<file path="src/rtl/cnt_ramp_ctrl.sv">
// Command-side driver for a load/up/down saturating counter: jump (single load) or ramp
// (one step per interval) to a target. Optional readback check under CNT_STALL_CHK_EN.
module cnt_ramp_ctrl #(
  parameter int unsigned WIDTH = 5,
  parameter int unsigned DIV_W = 8
) (
  input  logic             clk_i,
  input  logic             rst_ni,
  input  logic             req_i,
  input  logic             jump_i,
  input  logic [WIDTH-1:0] target_i,
  input  logic [DIV_W-1:0] rate_div_i,
  input  logic             abort_i,
  input  logic [WIDTH-1:0] cnt_val_i,
  input  logic             cnt_high_i,
  input  logic             cnt_low_i,
  output logic             load_o,
  output logic [WIDTH-1:0] load_val_o,
  output logic             up_o,
  output logic             down_o,
  output logic             busy_o,
  output logic             done_o,
  output logic             error_o
);

  typedef enum logic [2:0] {
    StIdle,
    StLoad,
    StCheck,
    StStep,
    StSettle,
    StWait,
    StDone
  } state_e;

  state_e           state_q, state_d;
  logic             jump_q, jump_d;
  logic [WIDTH-1:0] target_q, target_d;
  logic [DIV_W-1:0] div_q, div_d;
  logic [DIV_W-1:0] wait_cnt_q, wait_cnt_d;
  logic             dir_up_q, dir_up_d;
  logic             load_q, load_d;
  logic [WIDTH-1:0] load_val_q, load_val_d;
  logic             up_q, up_d;
  logic             down_q, down_d;
  logic             busy_q, busy_d;
  logic             done_q, done_d;
  logic             error_q, error_d;
`ifdef CNT_STALL_CHK_EN
  logic [WIDTH-1:0] snap_q, snap_d;
  logic             stall_err;
`endif

  // Outputs are registered on entry to the state that owns them, so a strobe is high
  // during exactly the cycle its state is occupied.
  always_comb begin
    state_d    = state_q;
    jump_d     = jump_q;
    target_d   = target_q;
    div_d      = div_q;
    wait_cnt_d = wait_cnt_q;
    dir_up_d   = dir_up_q;
    load_d     = 1'b0;
    load_val_d = load_val_q;
    up_d       = 1'b0;
    down_d     = 1'b0;
    busy_d     = busy_q;
    done_d     = 1'b0;
    error_d    = error_q;
`ifdef CNT_STALL_CHK_EN
    snap_d     = snap_q;
    stall_err  = 1'b0;
`endif

    unique case (state_q)
      StIdle: begin
        if (req_i) begin
          jump_d   = jump_i;
          target_d = target_i;
          div_d    = rate_div_i;
          error_d  = 1'b0;
          busy_d   = 1'b1;
          if (jump_i) begin
            state_d    = StLoad;
            load_d     = 1'b1;
            load_val_d = target_i;
          end else begin
            state_d = StCheck;
          end
        end
      end

      StLoad: state_d = StSettle;

      StCheck: begin
`ifdef CNT_STALL_CHK_EN
        snap_d = cnt_val_i;
`endif
        if (cnt_val_i == target_q) begin
          state_d = StDone;
          done_d  = 1'b1;
          busy_d  = 1'b0;
        end else if (cnt_val_i < target_q) begin
          if (cnt_high_i) begin
            // Up needed but counter already saturated: inconsistent target/readback.
            state_d = StIdle;
            error_d = 1'b1;
            busy_d  = 1'b0;
          end else begin
            state_d  = StStep;
            up_d     = 1'b1;
            dir_up_d = 1'b1;
          end
        end else begin
          if (cnt_low_i) begin
            state_d = StIdle;
            error_d = 1'b1;
            busy_d  = 1'b0;
          end else begin
            state_d  = StStep;
            down_d   = 1'b1;
            dir_up_d = 1'b0;
          end
        end
      end

      StStep: state_d = StSettle;

      StSettle: begin
`ifdef CNT_STALL_CHK_EN
        if (jump_q) begin
          stall_err = (cnt_val_i != target_q);
        end else if (dir_up_q) begin
          stall_err = (cnt_val_i != (snap_q + WIDTH'(1)));
        end else begin
          stall_err = (cnt_val_i != (snap_q - WIDTH'(1)));
        end
        if (stall_err) begin
          state_d = StIdle;
          error_d = 1'b1;
          busy_d  = 1'b0;
        end else
`endif
        if (jump_q) begin
          state_d = StDone;
          done_d  = 1'b1;
          busy_d  = 1'b0;
        end else if (div_q == '0) begin
          state_d = StCheck;
        end else begin
          state_d    = StWait;
          wait_cnt_d = div_q - DIV_W'(1);
        end
      end

      StWait: begin
        if (wait_cnt_q == '0) begin
          state_d = StCheck;
        end else begin
          wait_cnt_d = wait_cnt_q - DIV_W'(1);
        end
      end

      StDone: state_d = StIdle;

      default: begin
        state_d = StIdle;
        busy_d  = 1'b0;
      end
    endcase

    // Abort wins over everything outside IDLE; error is left as it was.
    if (abort_i && (state_q != StIdle)) begin
      state_d = StIdle;
      load_d  = 1'b0;
      up_d    = 1'b0;
      down_d  = 1'b0;
      done_d  = 1'b0;
      busy_d  = 1'b0;
      error_d = error_q;
    end
  end

  always_ff @(posedge clk_i or negedge rst_ni) begin
    if (!rst_ni) begin
      state_q    <= StIdle;
      jump_q     <= 1'b0;
      target_q   <= '0;
      div_q      <= '0;
      wait_cnt_q <= '0;
      dir_up_q   <= 1'b0;
      load_q     <= 1'b0;
      load_val_q <= '0;
      up_q       <= 1'b0;
      down_q     <= 1'b0;
      busy_q     <= 1'b0;
      done_q     <= 1'b0;
      error_q    <= 1'b0;
`ifdef CNT_STALL_CHK_EN
      snap_q     <= '0;
`endif
    end else begin
      state_q    <= state_d;
      jump_q     <= jump_d;
      target_q   <= target_d;
      div_q      <= div_d;
      wait_cnt_q <= wait_cnt_d;
      dir_up_q   <= dir_up_d;
      load_q     <= load_d;
      load_val_q <= load_val_d;
      up_q       <= up_d;
      down_q     <= down_d;
      busy_q     <= busy_d;
      done_q     <= done_d;
      error_q    <= error_d;
`ifdef CNT_STALL_CHK_EN
      snap_q     <= snap_d;
`endif
    end
  end

  assign load_o     = load_q;
  assign load_val_o = load_val_q;
  assign up_o       = up_q;
  assign down_o     = down_q;
  assign busy_o     = busy_q;
  assign done_o     = done_q;
  assign error_o    = error_q;

endmodule

</file>
<file path="config.mk">
export PLATFORM = sky130hd
export DESIGN_NAME = cnt_ramp_ctrl
export DESIGN_NICKNAME = d
export VERILOG_FILES = /design/src/rtl/cnt_ramp_ctrl.sv
export SDC_FILE = /design/constraint.sdc
export NUM_CORES = 1
export LEC_CHECK = 0
export BUFFER_PORTS_ARGS = -buffer_cell sky130_fd_sc_hd__buf_2
export CORE_MARGIN = 1.5
export CORE_UTILIZATION = 38
export DETAILED_ROUTE_END_ITERATION = 10
export GPL_TIMING_DRIVEN = 1
export SKIP_LAST_GASP = 1
export SYNTH_ARGS = -nofsm -noshare
export SYNTH_HDL_FRONTEND = slang
export SYNTH_SLANG_ARGS = --single-unit
export TNS_END_PERCENT = 1
</file>
<file path="constraint.sdc">
create_clock -name clk_i -period 4.65 [get_ports clk_i]
set_clock_uncertainty 0.2 [all_clocks]
set_input_delay 0.465 -clock clk_i [delete_from_list [all_inputs] [get_ports clk_i]]
set_output_delay 0.465 -clock clk_i [all_outputs]
set_load 0.1 [all_outputs]
</file>
# --- Word level (Yosys, flattened, before mapping) ---
# Index checks and enable logic that the tools add are counted.
op_classes:
  addsub: 2
  n_lt_le_gt_ge: 1
  eq_ne: 20
  mux: 47
  bitwise_logic: 1
  n_reduce_logical: 15
ops:
  columns: ["op", "count"]
  rows:
  - ["1-bit 2-to-1 mux", 29]
  - ["8-bit 2-to-1 mux", 3]
  - ["3-bit 2-to-1 mux", 7]
  - ["8-bit zero test", 2]
  - ["8-bit one-hot mux with 2 select lines", 1]
  - ["8-bit by 1-bit subtractor with 8-bit output, second input constant", 2]
  - ["3-bit != test, second input constant", 5]
  - ["3-bit one-hot mux with 5 select lines", 1]
  - ["2-bit != test, second input constant", 5]
  - ["5-bit != test, second input constant", 2]
  - ["3-bit == test, second input constant", 3]
  - ["3-bit by 2-bit == test with 1-bit output, second input constant", 2]
  - ["2-bit 2-to-1 mux", 3]
  - ["6-bit AND reduction", 1]
  - ["5-bit == test", 1]
  - ["5-bit < comparator", 1]
  - ["5-bit AND reduction", 1]
  - ["1-bit one-hot mux with 2 select lines", 2]
  - ["1-bit one-hot mux with 4 select lines", 1]
  - ["2-bit AND reduction", 2]
  - ["4-bit AND reduction", 1]
  - ["2-bit nonzero test", 2]
  - ["4-bit OR reduction", 1]
  - ["3-bit by 1-bit == test with 1-bit output, second input constant", 1]
  - ["7 further kinds", 7]
word_totals:
  register_bits: 36
  inputBits: 25

# --- Depth between registers and ports, before layout ---
# Gate-level depths: netlist of the first run.
depth:
  ltp_word: 5
  depth_mapped: 10
  mapped_depth_nobuf: 8

# --- Worst setup path after synthesis of the first run ---
# Ideal clock, no wire load.
synth_timing:
  path_kind: "register to register"
  from: "register state_q[0]"
  to: "register wait_cnt_q[6]"
  setup_ns: 0.096
  arrival_ns: 2.181
  slack_ns: 2.173
  path_stages_with_launch: 11
  path_buffers: 2
  cell_sequence: "dfrtp_1 -> buf_6 -> and3b_1 -> buf_6 -> mux2i_1 -> ha_1 -> or3b_4 -> mux2i_4 -> o21a_4 -> nor4_1 -> nor4_2"
synth_between:
  elab_chain_cells: 3
  word_cells_on_any_way: 8
  classes_between: "5 x eq/ne; 1 x mux; 2 x reduce/logical"
synth_rtl:
  columns: ["item", "line", "source"]
  rows:
  - ["start, declared", "36", "state_e state_q, state_d;"]
  - ["start signal, assigned", "186", "state_q <= StIdle;"]
  - ["start signal, assigned", "203", "state_q <= state_d;"]
  - ["3-bit == test", "75", "unique case (state_q)"]
  - ["2-bit != test (no line) or 2-bit nonzero test (tied branches)", null, null]
  - ["4-bit AND reduction (no line)", null, null]
  - ["end signal, assigned", "207", "wait_cnt_q <= wait_cnt_d;"]
  - ["end, declared", "40", "logic [DIV_W-1:0] wait_cnt_q, wait_cnt_d;"]
# Parallel ways exist; a longest one is shown, timed or not.
# A chain may end at the register's enable or synchronous reset.

# --- Worst setup path after layout of the first run ---
layout_timing:
  from: "register state_q[2]"
  to: "register wait_cnt_q[6]"
# Same word-level chain as after synthesis.

==> run metrics, run 1 <==
# rows 26; area occupied by multi-input gates 1064 um^2; Yosys top cell by area dfrtp_1; Area after DPL 2268 um^2; GRT Overall Usage 0.1527; main combinational cell family by area after synthesis simple AND/OR/NAND/NOR gates; maximum clock rate 333.8 MHz; io pins 36; vias in the first global route 1,542; first-pass GRT wire length 7176 um; Placeable Area 5172 um^2; syn_nets 236; Area growth, synth to finish 13.20%; drc violations 0; asr flop ratio synth 1.000; Num CTS Buffers 5; Die W 76.91 um; Lkg Pwr 0.001075 uW; DR vias 1,605; ys flop type dfrtp_1; final-report hold violation count 0; Antenna diodes 0; Post-Syn Instances 205; pin count of the biggest net entering global routing 37; DR pass1 iterations 4; nets 270; die area 5915 um^2; ANT nets after route 0; startpoint types register; setup violators final 0; max-cap viol count 0; count of cell types in the netlist 55; Synth Register Bits 36; post_cts resized 0; hold_buf cts 0; Initial Util 0.4013; Die H 76.91 um; Post-Synth Adder-Cell Area 0.03617; Via density 5.194; Ys Warns 0; TritonCTS clock tree done; CP endpoint kind register; Synth Area in Compound Gates 0.1778; largest vdd supply drop 0.0004919 V; dpl hpwl 3030 um; CP Max Fanout 12; clk root buf clkbuf_8; sequential standard cell area 900.9 um^2; PortBufs 35; Netlist Area Pre-Place 2076 um^2; fin. max-slew vios 0; grt ovf 0; clock latency at the later pin of the worst-skew pair 0.29 ns; Post-Synth Simple-Gate Area 0.1971; post-synthesis xor/xnor area fraction 0; Least-Margin Pin Slew 0.7916 ns; RSZ-0062 raised after global routing no; leading post-synthesis cells by cell area dfrtp_1 43%, mux2_2 7.6%, ha_1 3.6%; Clock Path Buffers 2; top-count cell post-synth dfrtp_1; Arrival @ worst endpoint 2.99 ns; postcts setup bufs 0; status finished clean; Hold Path Class primary input to asynchronous set/reset pin; sequential fraction of the synthesis area 0.4340; share of cells above drive strength 1 0.2887; antenna violations before repair 0; relative slew slack 0.4722; setup TNS 0 ns; clock sink count 36; H-tree Lvls 2; Pwr Density 681.6 nW/um^2; mux contribution to synthesized area 0.1013; total routed wirelength 4044 um; drt first-iter violations 90; Tcrit/Tclk final 0.6442; filler cell count 493; Req. time, crit path 4.64 ns; synth cell count leaders 36 x dfrtp_1, 18 x nor2_1, 15 x nand2_1; post-synth top area share 0.4340; Syn Area/Cell 10.13 um^2; Routed wire per std cell 13.09 um; crit path time final 2.996 ns; clock transition at the registers of the reported paths 0.07 ns; GP Congestion 0.8780; Post-synth EDFFs 0; critical path type register to register; Post-Layout Inst Area 2350 um^2
cell type report:
cell class | instances | share of cell area
clock buffer | 5 | 0.02929
clock inverter | 2 | 0.005325
inverter | 11 | 0.01757
multi-input combinational | 150 | 0.4526
sequential | 36 | 0.3834
tap | 70 | 0.03727
timing repair buffer | 35 | 0.07455
report_power, final:
group	total [uW]	switching (uW)	internal [uW]
Combinational	803	530	273
Clock	211	110	101
Sequential	587	137	450
final timing paths:
path	slack, ns	from	end	depth (start not counted)
setup / recovery	1.65	state_q[2]	wait_cnt_q[6]	8
hold / removal	0.06	rst_ni	target_q[3]	1
setup reg to reg	1.65	state_q[2]	wait_cnt_q[6]	8
hold reg to reg	0.31	load_val_o[3]	load_val_o[3]	1
max in group asynchronous	3.69	rst_ni	div_q[3]	1
min in group clk_i	0.17	rate_div_i[2]	div_q[2]	3
metrics by stage:
stage,power (uW),utilization,setup WS (ns),cells,hold WS [ns]
finish,1602,0.4543,1.654,309,0.05540
global route,1718,0.4543,1.538,309,0.1264
CTS,1610,0.4543,1.689,309,0.08861
detailed placement,1394,0.4386,1.697,302,0.2905
global placement,1394,0.4386,1.796,302,0.2841
floorplan,1248,-,2.173,205,-0.03059
critical path, cell delays in order (launching register included):
cell and delay (ns):
dfrtp_1 0.53, and3b_1 0.50, mux2i_1 0.29, ha_1 0.23, or3b_4 0.41, mux2i_4 0.22
o21a_4 0.17, nor4_1 0.05, nor4_2 0.29
state kept, by name (all words and copies together), names as in the netlist:
signal      flops
target_q        5
busy_o          1
load_val_o      5
jump_q          1
load_o          1
down_o          1
wait_cnt_q      8
state_q         3
done_o          1
up_o            1
error_o         1
div_q           8
cells in the final DEF, fill, tap and decap left out, types with 2 or more instances in the layout:
cell type  count
dfrtp_1       36
buf_2         35
nor2_1        18
nand2_1       15
mux2_2        14
inv_1         11
o21ai_0       10
a21oi_1        9
nor3_1         9
and2_1         7
nand3_1        6
ha_1           6
clkbuf_8       5
a21o_1         4
mux2i_1        3
nor2b_1        3
o31ai_1        3
a211oi_1       3
and3_1         2
a22oi_1        2
a31oi_1        2
nand3b_1       2
o32ai_1        2
logic make-up after synthesis:
group / after synthesis
flops: 36
simple gates: 75
buf+inv: 19
mux: 18
compound gates: 51
fa+ha+maj: 6
per-layer routing:
metal / vias up / track usage / wire [um]
met5: - / 0 / 0
met4: 0 / 0.06111 / 80
met3: 8 / 0.03690 / 180
met2: 41 / 0.2301 / 1800
met1: 746 / 0.2101 / 1982
li1: 810 / - / -
Power figures use the tool's default switching activity.
==> run 2: changes to the inputs <==
ABC_AREA = 1   (was default)
clock period = 3 ns   (was 4.65 ns; I/O delays follow)
==> run 2 against run 1 <==
Final cell count increased by 25%. Non-clock buffer count is 3 higher. Register-to-register slack got worse by 0.69 ns. Critical path type unchanged. Highest routed layer unchanged.
==> run metrics, run 2 <==
first-pass GRT wire length 7659 um; die area 5904 um^2; synth cell count leaders 87 x nand2_1, 49 x inv_1, 36 x dfrtp_1; part of the power in combinational logic 0.552; hold path startpoint rate_div_i[3]; CP endpoint kind register; post-route insts no fill 387; vias in the first global route 1,732; filler cell count 537; hold endpoint div_q[3]; postcts setup bufs 0; most frequent CP cell nand2_1; clk root buf clkbuf_8; Die W 76.84 um; startpoint types register; largest vdd supply drop 0.0005479 V; r2r endpoint wait_cnt_q[6]; Ys Warns 0; grt ovf 0; Via density 4.501; area occupied by multi-input gates 912.1 um^2; Routed wire per std cell 10.94 um; maximum clock rate 491.8 MHz; Pwr Density 1125 nW/um^2; status finished clean; # rows 26; Post-Synth Simple-Gate Area 0.2953; critical path type register to register; crit-path cells nand3_4 -> o21ai_2 -> inv_1 -> ha_1 -> nand2_1 -> nor2_2 -> nand2_1 -> nand2_1 -> nand3_1 -> nand2_1; GP Congestion 0.8476; antenna violations before repair 0; leading post-synthesis cells by cell area dfrtp_1 43%, nand2_1 16%, inv_1 8.9%; mux contribution to synthesized area 0; dpl hpwl 3298 um; Synth Register Bits 36; RSZ-0062 raised after global routing no; Synth Area in Compound Gates 0.1045; ANT nets after route 0; Yosys top cell by area dfrtp_1; CP max stage delay 0.59 ns; Lkg Pwr 0.001338 uW; sw frac 0.5182; crit path time final 2.033 ns; setup violators final 0; Hold Path Class primary input to register; Post-synth EDFFs 0; drt first-iter violations 74; commonest non-fill, non-tap cell in the layout nand2_1; pin count of the biggest net entering global routing 37; DR pass1 iterations 4; main combinational cell family by area after synthesis simple AND/OR/NAND/NOR gates; count of cell types in the netlist 23; share of cells above drive strength 1 0.1987; io pins 36; fin. max-slew vios 0; part of the power in registers 0.312; Arrival @ worst endpoint 2.02 ns; top-count cell post-synth nand2_1; WHS Path Cells 3; clock sink count 36; Largest regs div_q: 8 flops, wait_cnt_q: 8 flops; final-report hold violation count 0; clock latency at the later pin of the worst-skew pair 0.29 ns; ys flop type dfrtp_1; Area growth, synth to finish 15.28%; PortBufs 35; P_int 1295 uW; commonest cells after routing, fill and taps aside 87 x nand2_1, 49 x inv_1, 36 x dfrtp_1, 35 x buf_2, 18 x nor2_1; Least-Margin Pin Slew 0.7959 ns; setup TNS 0 ns; CP Max Fanout 12; sequential fraction of the synthesis area 0.4348; Clock Path Buffers 2; placed insts 377; Post-Syn Instances 278; post-synthesis xor/xnor area fraction 0.004227; GRT Overall Usage 0.1616; Antenna diodes 0; R2R cell count 10; Max stage delay cell, worst path dfrtp_1; Post-Synth Adder-Cell Area 0.03623; Tcrit/Tclk final 0.6778; Netlist Area Pre-Place 2072 um^2; Num CTS Buffers 5; Syn Area/Cell 7.453 um^2; nets 347; post_cts resized 0; R2R setup slack 0.97 ns; Clock Power Share 0.135; drc violations 0; DR vias 1,742; critical path depth 10; Placeable Area 5172 um^2; Req. time, crit path 2.98 ns; syn_nets 309; reg2reg start state_q[0]; sequential standard cell area 900.9 um^2; clock transition at the registers of the reported paths 0.07 ns; hold_buf cts 2; Initial Util 0.4006; worst path buffer plus inverter count 1; TritonCTS clock tree done; Crit path max-delay family flip-flops; asr flop ratio synth 1.000; sw power 1392 uW; Die H 76.84 um; max-cap viol count 0; post-synth top area share 0.4348; H-tree Lvls 2; total routed wirelength 4235 um; relative slew slack 0.4694
==> run 2: changes by cell type after synthesis, moves of 8 or more <==
cell,change
nand2_1,+72
nand4_1,+10
nand3_1,+8
mux2_2,-14
nor3_1,-9
inv_1,+38
==> run 2: layer usage <==
layer	vias up	part of all wire	track usage	wire length, um
met2	31	0.43	0.2513	1815
met5	-	0	0	0
met3	11	0.036	0.04286	151
met4	0	0.022	0.06296	95
li1	940	-	-	-
met1	760	0.51	0.2135	2172
==> run 2: logic make-up (layout without fill, tap and decap cells) <==
logic type | count (synthesis) | count (layout)
adder cells (fa/ha/maj) | 6 | 6
AND/OR/NAND/NOR | 140 | 140
AO/OA/AOI/OAI | 37 | 37
flip-flops | 36 | 36
XOR/XNOR | 1 | 1
buffers and inverters | 58 | 97
==> run 2: stage by stage <==
| stage | instance area, um^2 | hold WS (ns) | power, uW | worst slack, ns | util |
|---|---|---|---|---|---|
| final | 2389 | 0.01864 | 2687 | 0.9667 | 0.4618 |
| after global routing | 2389 | 0.03093 | 2945 | 0.7253 | 0.4618 |
| after CTS | 2389 | 0.01262 | 2710 | 0.9719 | 0.4618 |
| after detailed placement | 2275 | 0.2513 | 2334 | 0.9777 | 0.4398 |
| after global placement | 2275 | 0.2501 | 2316 | 1.014 | 0.4398 |
| after floorplan | 2072 | -0.1956 | 2080 | 1.138 | - |
==> run 2: power groups by stage <==
stage	clock network (uW)	logic, uW	registers [uW]
finish	364	1480	839
global route	400	1670	872
CTS	378	1490	839
detailed placement	0	1490	849
global placement	0	1470	841
floorplan	0	902	1180
==> run 2: cell type report <==
| type | count | share of cell area |
|---|---|---|
| Clock buffer | 7 | 0.03614 |
| Clock inverter | 1 | 0.003143 |
| Tap cell | 70 | 0.03667 |
| Inverter | 51 | 0.08015 |
| Multi-Input combinational cell | 184 | 0.3819 |
| Sequential cell | 36 | 0.3772 |
| Timing Repair Buffer | 38 | 0.08486 |
==> run 2: worst min-delay path, stage by stage <==
cell and delay [ns]:
buf_2 0.07, nand2_1 0.04, o21ai_0 0.05
==> run 2: how the worst max path moves through the flow <==
stage,end,startpoint,slack [ns]
floorplan,wait_cnt_q[4],state_q[1],1.14
global placement,wait_cnt_q[6],state_q[0],1.01
detailed placement,wait_cnt_q[4],state_q[0],0.98
CTS,wait_cnt_q[6],state_q[0],0.97
global route,wait_cnt_q[6],state_q[0],0.73
finish,wait_cnt_q[6],state_q[0],0.97
==> run 3: changes to the inputs <==
clock period = 2 ns   (was 3 ns; I/O delays follow)
==> run 3 against run 2 <==
Sequential cell count did not move. Maximum frequency rose by 5.5%. Register-to-register slack got worse by 0.89 ns. Global-route usage rose by 1.0 points. Setup slack got worse by 0.89 ns. Clock power rose by 73%. Count of clock-buffer cells in the layout fell by 1. Cell area rose by 12%. Sequential power rose by 48%. Combinational power rose by 66%. First-iteration DRC count rose by 61%. Final cell count rose by 7.0%. Critical endpoint unchanged.
==> run metrics, run 3 (same netlist as run 2, synthesis figures left out) <==
commonest cells after routing, fill and taps aside 85 x nand2_1, 49 x inv_1, 35 x dfrtp_1, 35 x buf_2; Least-Margin Pin Slew 0.5022 ns; Die W 76.84 um; PortBufs 35; GRT Overall Usage 0.1719; dpl hpwl 3335 um; crit path time final 1.927 ns; share of cells above drive strength 1 0.2326; Tcrit/Tclk final 0.9633; die area 5904 um^2; relative slew slack 0.6649; H-tree Lvls 2; fin. max-slew vios 0; TritonCTS clock tree done; reg2reg start state_q[1]; total chip power 4326 uW; maximum clock rate 519.1 MHz; max-cap viol count 0; Hold Path Class primary input to register; drt first-iter violations 119; R2R cell count 12; DR pass1 iterations 4; pin count of the biggest net entering global routing 37; Via density 4.575; first-pass GRT wire length 8052 um; Die H 76.84 um; GP Congestion 0.8397; io pins 36; DR vias 1,894; clock sink count 36; CP endpoint kind register; ANT nets after route 0; Arrival @ worst endpoint 1.95 ns; WHS Path Cells 4; Max stage delay cell, worst path dfrtp_1; largest vdd supply drop 0.001287 V; filler cell count 505; Req. time, crit path 2.03 ns; CP max stage delay 0.42 ns; clock latency at the later pin of the worst-skew pair 0.29 ns; nets 374; status finished clean; final core utilization 0.5150; critical path type register to register; Pwr Density 1624 nW/um^2; Area growth, synth to finish 28.56%; Routed wire per std cell 11.42 um; Initial Util 0.4006; Largest regs div_q: 8 flops, wait_cnt_q: 8 flops; drc violations 0; Num CTS Buffers 5; hold endpoint down_o; # rows 26; final-report hold violation count 0; crit-path cells inv_4 -> nand3_4 -> nand2_2 -> o21ai_4 -> inv_1 -> ha_1 -> nand2_2 -> nor2_4 -> nand2_1 -> nand2_1 -> nand3_1 -> nand2_1; setup violators final 0; Placeable Area 5172 um^2; commonest non-fill, non-tap cell in the layout nand2_1; Antenna diodes 0; grt ovf 0; total routed wirelength 4729 um; antenna violations before repair 0; Clock Path Buffers 2; startpoint types register; clk root buf clkbuf_8; vias in the first global route 1,806; r2r endpoint wait_cnt_q[6]; most frequent CP cell nand2_1; hold path startpoint cnt_low_i; clock transition at the registers of the reported paths 0.07 ns; R2R setup slack 0.07 ns; CP Max Fanout 8; Lkg Pwr 0.001469 uW
-- run 3: metal layers --
layer / wire, um / share of wire / global-route usage
met5: 0 / 0 / 0
met3: 176 / 0.037 / 0.03571
met2: 2181 / 0.46 / 0.2841
met4: 53 / 0.011 / 0.05000
met1: 2318 / 0.49 / 0.2261
-- run 3: power by group --
part           switching (uW)  internal [uW]
sequential                191           1050
clock                     260            370
combinational            1720            739
-- run 3: critical path, delay by kind of cell (launching register included) --
kind                       cells  cell delay, ns
adders and majority gates      1            0.20
and+or+nand+nor                8            0.77
AOI/OAI and AO/OA              1            0.07
DFF                            1            0.42
buffers and inverters          2            0.20
-- run 3: area by class of cell --
cell class	count	area [um^2]	area share
tap	70	87.58	0.03288
clock inverter	2	35.03	0.01315
multi-input combinational	184	932.1	0.3499
inverter	51	193.9	0.07280
sequential	36	902.1	0.3387
clock buffer	6	72.57	0.02724
timing repair buffer	65	440.4	0.1653
-- run 3: metrics by stage --
step | instances | area (um^2) | TNS, ns | hold slack [ns] | worst slack, ns
finish | 414 | 2664 | 0 | 0.01736 | 0.07349
global route | 414 | 2664 | -0.04474 | 0.02975 | -0.03170
CTS | 407 | 2590 | -0.08059 | 0.01774 | -0.05256
detailed placement | 383 | 2320 | -0.2580 | 0.07723 | -0.07170
global placement | 383 | 2320 | -0.01485 | 0.07977 | -0.005611
floorplan | 278 | 2072 | 0 | -0.2956 | 0.1377
-- run 3: what timing repair did --
action                     4_1_cts  5_1_grt
pin swaps                        0        0
hold buffers                    16        0
gates resized for setup          1        6
setup endpoints to repair        5        3
setup buffers                    0        7
hold endpoints to repair        52        0
-- run 3: worst max-delay path by stage --
stage / start / end / depth (start not counted)
4_1_cts: state_q[1] / wait_cnt_q[6] / 11
2_1_floorplan: state_q[1] / wait_cnt_q[4] / 12
3_3_place_gp: state_q[1] / wait_cnt_q[6] / 11
6_report: state_q[1] / wait_cnt_q[6] / 12
5_1_grt: state_q[1] / wait_cnt_q[6] / 12
3_5_place_dp: state_q[1] / wait_cnt_q[1] / 8
